$ cat config.mk
export PLATFORM = sky130hd
export DESIGN_NAME = alu_sequencer
export DESIGN_NICKNAME = d
export VERILOG_FILES = /design/src/rtl/alu_sequencer.sv
export SDC_FILE = /design/constraint.sdc
export NUM_CORES = 1
export LEC_CHECK = 0
export CAP_MARGIN = 20
export CELL_PAD_IN_SITES_DETAIL_PLACEMENT = 1
export CELL_PAD_IN_SITES_GLOBAL_PLACEMENT = 1
export CORE_MARGIN = 10
export CORE_UTILIZATION = 30
export DETAILED_ROUTE_END_ITERATION = 8
export DONT_BUFFER_PORTS = 1
export HOLD_SLACK_MARGIN = 0.03
export PLACE_DENSITY = 0.58
export SLEW_MARGIN = 5
export SYNTH_ARGS = -nofsm -noshare
export SYNTH_HDL_FRONTEND = slang
export SYNTH_SLANG_ARGS = --single-unit
$ cat constraint.sdc
create_clock -name clk -period 1.6 [get_ports clk]
set_input_delay 0.16 -clock clk [delete_from_list [all_inputs] [get_ports clk]]
set_output_delay 0.16 -clock clk [all_outputs]
set_load 0.02 [all_outputs]
$ cat src/rtl/alu_sequencer.sv
// Time-shares one ALU to compute R = A*x + B*y +/- C; start accepted in IDLE/DONE, done pulses 5 cycles later.
// No backpressure: start during MUL0..ADD1 is ignored, back-to-back starts from DONE run with no bubble.
module alu_sequencer #(
    parameter int             n      = 8,
    parameter logic [n-1:0]   COEF_A = n'(3),
    parameter logic [n-1:0]   COEF_B = n'(5),
    parameter logic [n-1:0]   COEF_C = n'(7),
    parameter logic           SUB_C  = 1'b0
) (
    input  logic         clk,
    input  logic         reset,
    input  logic         start,
    input  logic [n-1:0] x_in,
    input  logic [n-1:0] y_in,
    input  logic [n-1:0] alu_result,
    input  logic [3:0]   alu_flags,
    output logic [n-1:0] alu_a,
    output logic [n-1:0] alu_b,
    output logic [2:0]   alu_func,
    output logic [1:0]   alu_a_sel,
    output logic [1:0]   alu_b_sel,
    output logic         alu_imm,
    output logic [n-1:0] alu_immediate,
    output logic         busy,
    output logic         done,
    output logic [n-1:0] result_out,
    output logic         carry_out
);

    // ALU function and operand-select encodings (alucodes)
    localparam logic [2:0] RA    = 3'b000;
    localparam logic [2:0] RADD  = 3'b010;
    localparam logic [2:0] RSUB  = 3'b011;
    localparam logic [2:0] RMULL = 3'b110;
    localparam logic [1:0] REG   = 2'b00;

    typedef enum logic [2:0] {IDLE, MUL0, MUL1, ADD0, ADD1, DONE} state_t;

    state_t       state, state_nxt;
    logic [n-1:0] x_reg, y_reg, acc, tmp;
    logic         unused_flags;

    assign unused_flags = ^alu_flags[3:1];
    assign alu_a_sel    = REG;
    assign alu_b_sel    = REG;
    assign busy         = (state == MUL0) || (state == MUL1) || (state == ADD0) || (state == ADD1);
    assign done         = (state == DONE);

    always_comb begin
        state_nxt     = state;
        alu_func      = RA;
        alu_a         = '0;
        alu_b         = '0;
        alu_imm       = 1'b0;
        alu_immediate = '0;
        case (state)
            IDLE: if (start) state_nxt = MUL0;
            MUL0: begin
                alu_func      = RMULL;
                alu_a         = x_reg;
                alu_imm       = 1'b1;
                alu_immediate = COEF_A;
                state_nxt     = MUL1;
            end
            MUL1: begin
                alu_func      = RMULL;
                alu_a         = y_reg;
                alu_imm       = 1'b1;
                alu_immediate = COEF_B;
                state_nxt     = ADD0;
            end
            ADD0: begin
                alu_func  = RADD;
                alu_a     = acc;
                alu_b     = tmp;
                state_nxt = ADD1;
            end
            ADD1: begin
                alu_func      = SUB_C ? RSUB : RADD;
                alu_a         = acc;
                alu_imm       = 1'b1;
                alu_immediate = COEF_C;
                state_nxt     = DONE;
            end
            DONE:    state_nxt = start ? MUL0 : IDLE;
            default: state_nxt = IDLE;
        endcase
    end

    always_ff @(posedge clk) begin
        if (reset) begin
            state      <= IDLE;
            x_reg      <= '0;
            y_reg      <= '0;
            acc        <= '0;
            tmp        <= '0;
            result_out <= '0;
            carry_out  <= 1'b0;
        end else begin
            state <= state_nxt;
            case (state)
                IDLE, DONE: begin
                    if (start) begin
                        x_reg     <= x_in;
                        y_reg     <= y_in;
                        carry_out <= 1'b0;
                    end
                end
                MUL0: acc <= alu_result;
                MUL1: tmp <= alu_result;
                ADD0: begin
                    acc       <= alu_result;
                    carry_out <= carry_out | alu_flags[0];
                end
                ADD1: begin
                    result_out <= alu_result;
                    // the subtract step's C flag is a borrow indicator, not an overflow carry
                    if (!SUB_C) carry_out <= carry_out | alu_flags[0];
                end
                default: ;
            endcase
        end
    end

endmodule

Yosys cells after proc, flatten, opt, wreduce, memory -nomap -nowiden
Index checks and enable logic that the tools add are counted.
- bits in registers: 44
- bits in latches: 0
- RAM bits: 0
- memory bits (read-only): 0
- input bits: 31
- memories: 0
- $add $sub $neg: 0
- multipliers: 0
- div/mod/pow operators: 0
- order comparisons: 0
- equal/unequal tests: 7
- shifts and indexed selects: 0
- multiplexer cells: 10
- bitwise operators: 1
- reduce and logical (&&, ||, !) cells: 12
- operator list (operator ; number):
    $pmux W8 S3 ; 1
    $pmux W3 S6 ; 1
    $pmux W3 S3 ; 1
    $mux W8 ; 1
    $reduce_or A2 Y1 ; 4
    $eq A3 B2 Y1 const B ; 2
    $eq A3 B3 Y1 const B ; 2
    $pmux W3 S2 ; 1
    $ne A2 B2 Y1 const B ; 2
    $reduce_and A2 Y1 ; 2
    $eq A3 B1 Y1 const B ; 1
    $logic_not A3 Y1 ; 1
    $logic_or A1 B1 Y1 ; 3
    $mux W1 ; 3
    $mux W3 ; 1
    $reduce_or A3 Y1 ; 1
    $pmux W1 S2 ; 1
    $reduce_bool A2 Y1 ; 1
    $or A1 B1 Y1 ; 1

Longest topological paths before layout
- depth in word-level cells: 4
- mapped depth: 6
- gate-level depth less buffers: 3

Worst setup path before layout
No wires, ideal clock.
- path type: register -> output
- start point: register state[1]
- end point: output port alu_a[0]
- arrival time: 1231 ps
- path slack: 209 ps
- stages on the path, launching flop included: 5
- path buffers: 1
- path through: dfxtp_1 -> buf_4 -> mux2_2 -> a22oi_1 -> o21ai_1
- longest elaborated chain between the ends: 3
- elaborated cells between the ends (all ways): 6
- ends and longest elaborated chain (what ; RTL line ; RTL):
    from (decl) ; 39 ; state_t state, state_nxt;
    from (signal assigned) ; 100 ; state <= state_nxt;
    $eq A3 B2 Y1 / $eq A3 B3 Y1 (equally long branches) ; 56 ; case (state)
    $reduce_or A2 Y1 (no source line) ; - ;
    $pmux W8 S3 * ; 56 ;
    to (decl) ; 17 ; output logic [n-1:0] alu_a,
Every way passes the cells marked *; elsewhere a longest branch is shown, timed or not.

Worst setup path after layout
- start point: register state[1]
- end point: output port alu_a[3]
Same word-level chain as after synthesis.

==> impl_metrics.yaml <==
yosys:
  ys_ff_latch: 44
  synth_top_area_share_pct: 39.2
  synth.cell_area_um2: 2240
  seq_area_frac_synth_pct: 39.2
  ys.flop_type: "dfxtp_1"
  synth_common_cells: "dfxtp_1 (44), nand2_1 (37), a21oi_1 (33)"
  synth_edf_count: 0
  yosysUniqueCellTypes: 38
  synth_most_common_cell: "dfxtp_1"
  synth.area.top_cells: "dfxtp_1 (39%), a21oi_1 (7.4%), nand4b_1 (6.2%), nand2_1 (6.2%), buf_4 (4.7%)"
  synth_warnings: 0
  async_flop_share_pct: 0
  syn_area_per_cell_um2: 8.70
  yosys.area.top_type: "dfxtp_1"
  syn_inst: 258
routing:
  via_per_inst: 4.96
  firstDrtPassIters: 4
  drt_iter0_markers: 61
  vias: 1997
  wire_per_inst_um: 18.4
  drtAntennaViolNets: 0
  drcViolationCount: 0
  routed_wl_mm: 7.43
power_and_ir_drop:
  ir_worst_vdd_v: 0.000574
  power_density_nw_per_um2: 922
  p_leak_nw: 1.15
floorplanning:
  io-pin-count: 74
  initial_core_util_pct: 30.9
  die_h_um: 107
  core_area_um2: 7250
  die_area_um2: 11300
  row_count: 31
  fp.dieW_um: 107
critical_path:
  cp.required_ns: 1.44
  r2r_slack_ns: 0.07
  cp_max_fo: 5
  path_class: "flop to output pin"
  crit_path_start_kind: "flop"
  cp-end-kind: "output pin"
  critPathArrivalTime_ns: 1.52
layout:
  area_growth_pct: 38.5
  layout-drive-gt1-share_pct: 34.2
  num-nets-final: 334
  antenna_cells: 0
  final_area_um2: 3110
  final_util_pct: 42.9
clocking:
  cts_tree: "done"
  cts_root_buf: "clkbuf_8"
  cts_buffers: 5
  htree_levels: 2
  clkTransAtPathRegs_ns: 0.08
  numClockSinks: 44
  clkLatencyLatePin_ns: 0.31
  cts_max_path_buffers: 2
placement:
  placed_area_um2: 2450
  io_buffers: 0
  gp_congestion: 0.759
  place_ws_ns: 0.0596
  hpwl_mm: 4.83
global_routing:
  met3_usage_pct: 5.92
  grt_max_degree: 44
  antenna_found_initial: 0
  grt_pass1_wl_mm: 11.9
  grt.busiest_layer: "met2"
  track_usage_pct: 13.1
  met1_usage_pct: 15.8
  grt_pass1_vias: 2100
  grt.met2_usage_pct: 20.8
  grt_overflow: 0
timing:
  finalClockSkew_ns: 0.0116
  setup_ws_ns: -0.0793
  rsz0062_at_grt: "yes"
  max_freq_ghz: 0.595
  finalMaxSlewViolations: 0
  fin_crit_sh_pct: 105
  min_period_ns: 1.68
  holdWs_ns: 0.0403
  hold_viol: 0
  setup_viol: 9
run:
  maxCapViolCount: 0
run_status:
  status: "finished, violations left"
  violations: "negative setup slack"
min_path:
  worstHoldPathType: "input pin to flop"
## kinds of logic after synthesis
logic type	after synthesis	share of synthesized area (%)
AO/OA/AOI/OAI	73	18.5
multiplexers	13	6.02
AND/OR/NAND/NOR	87	21.7
XOR/XNOR	4	3.23
other	1	0.167
buffers and inverters	36	11.1
flip-flops	44	39.2
## power by group
group / internal [W] / switching, W / total, W / leakage (nW)
logic: 0.000353 / 0.000381 / 0.000734 / 0.729
registers: 0.00116 / 0.0000508 / 0.00121 / 0.360
clock network: 0.000511 / 0.000414 / 0.000925 / 0.0614
## metal layers
metal,share of wire [%],vias to the layer above
met5,0,-
met1,44,966
met4,0.91,0
met3,7.9,8
met2,47,49
li1,-,974
## cells in the final DEF, fill, tap and decap left out, types with 2 or more instances in the layout
cell / instances
and3_4: 8
buf_6: 12
nand4b_1: 16
and2b_2: 2
o21ai_2: 3
nand2_2: 2
nand2_1: 35
xnor2_1: 2
nor2_1: 10
clkbuf_8: 6
buf_12: 4
o21ai_0: 17
a22oi_2: 7
buf_4: 32
nor2b_1: 2
a21oi_2: 2
dfxtp_1: 41
nand2b_1: 2
dfxtp_4: 2
mux2i_1: 9
o21ai_1: 3
conb_1: 10
dlygate4sd3_1: 14
a21oi_1: 31
buf_8: 3
mux2_4: 4
o2bb2ai_2: 3
## what timing repair did
item                                   in CTS  in global routing
setup endpoints to repair                  19                 26
pin swaps                                  10                 12
endpoints found under the hold margin      44                  0
resized for setup                          49                 24
setup buffers                              11                  5
hold buffers                               15                  0
## worst paths after layout
kind | start | to | depth (start not counted)
worst max-delay path | state[1]$_SDFFE_PP0P_ | alu_a[3] | 5
worst min-delay path | x_in[0] | x_reg[0]$_SDFFE_PP0P_ | 2
worst max register to register | state[0]$_SDFFE_PP0P_ | y_reg[7]$_SDFFE_PP0P_ | 7
worst min register to register | acc[4]$_SDFFE_PP0P_ | acc[4]$_SDFFE_PP0P_ | 2
## final cells by class
class / count / area (µm²)
Timing Repair Buffer: 65 / 641
Sequential cell: 44 / 890
Multi-Input combinational cell: 187 / 1330
Fill cell: 839 / 4140
Tap cell: 99 / 124
Clock buffer: 6 / 82.6
Clock inverter: 2 / 38.8
## worst max-delay path, stage by stage, from the launching register on
cell	delay (ns)
dfxtp_4	0.39
buf_6	0.13
mux2_4	0.30
a22oi_2	0.17
o21ai_2	0.09
buf_6	0.13
## per-stage QoR
step                power (W)  setup TNS [ns]  instances
floorplan             0.00163               0        267
global placement      0.00176               0        365
detailed placement    0.00177               0        365
CTS                   0.00284          -0.737        399
global route          0.00302           -1.35        403
finish                0.00287          -0.460        403
Note: power is estimated with default switching activity, not from simulation.
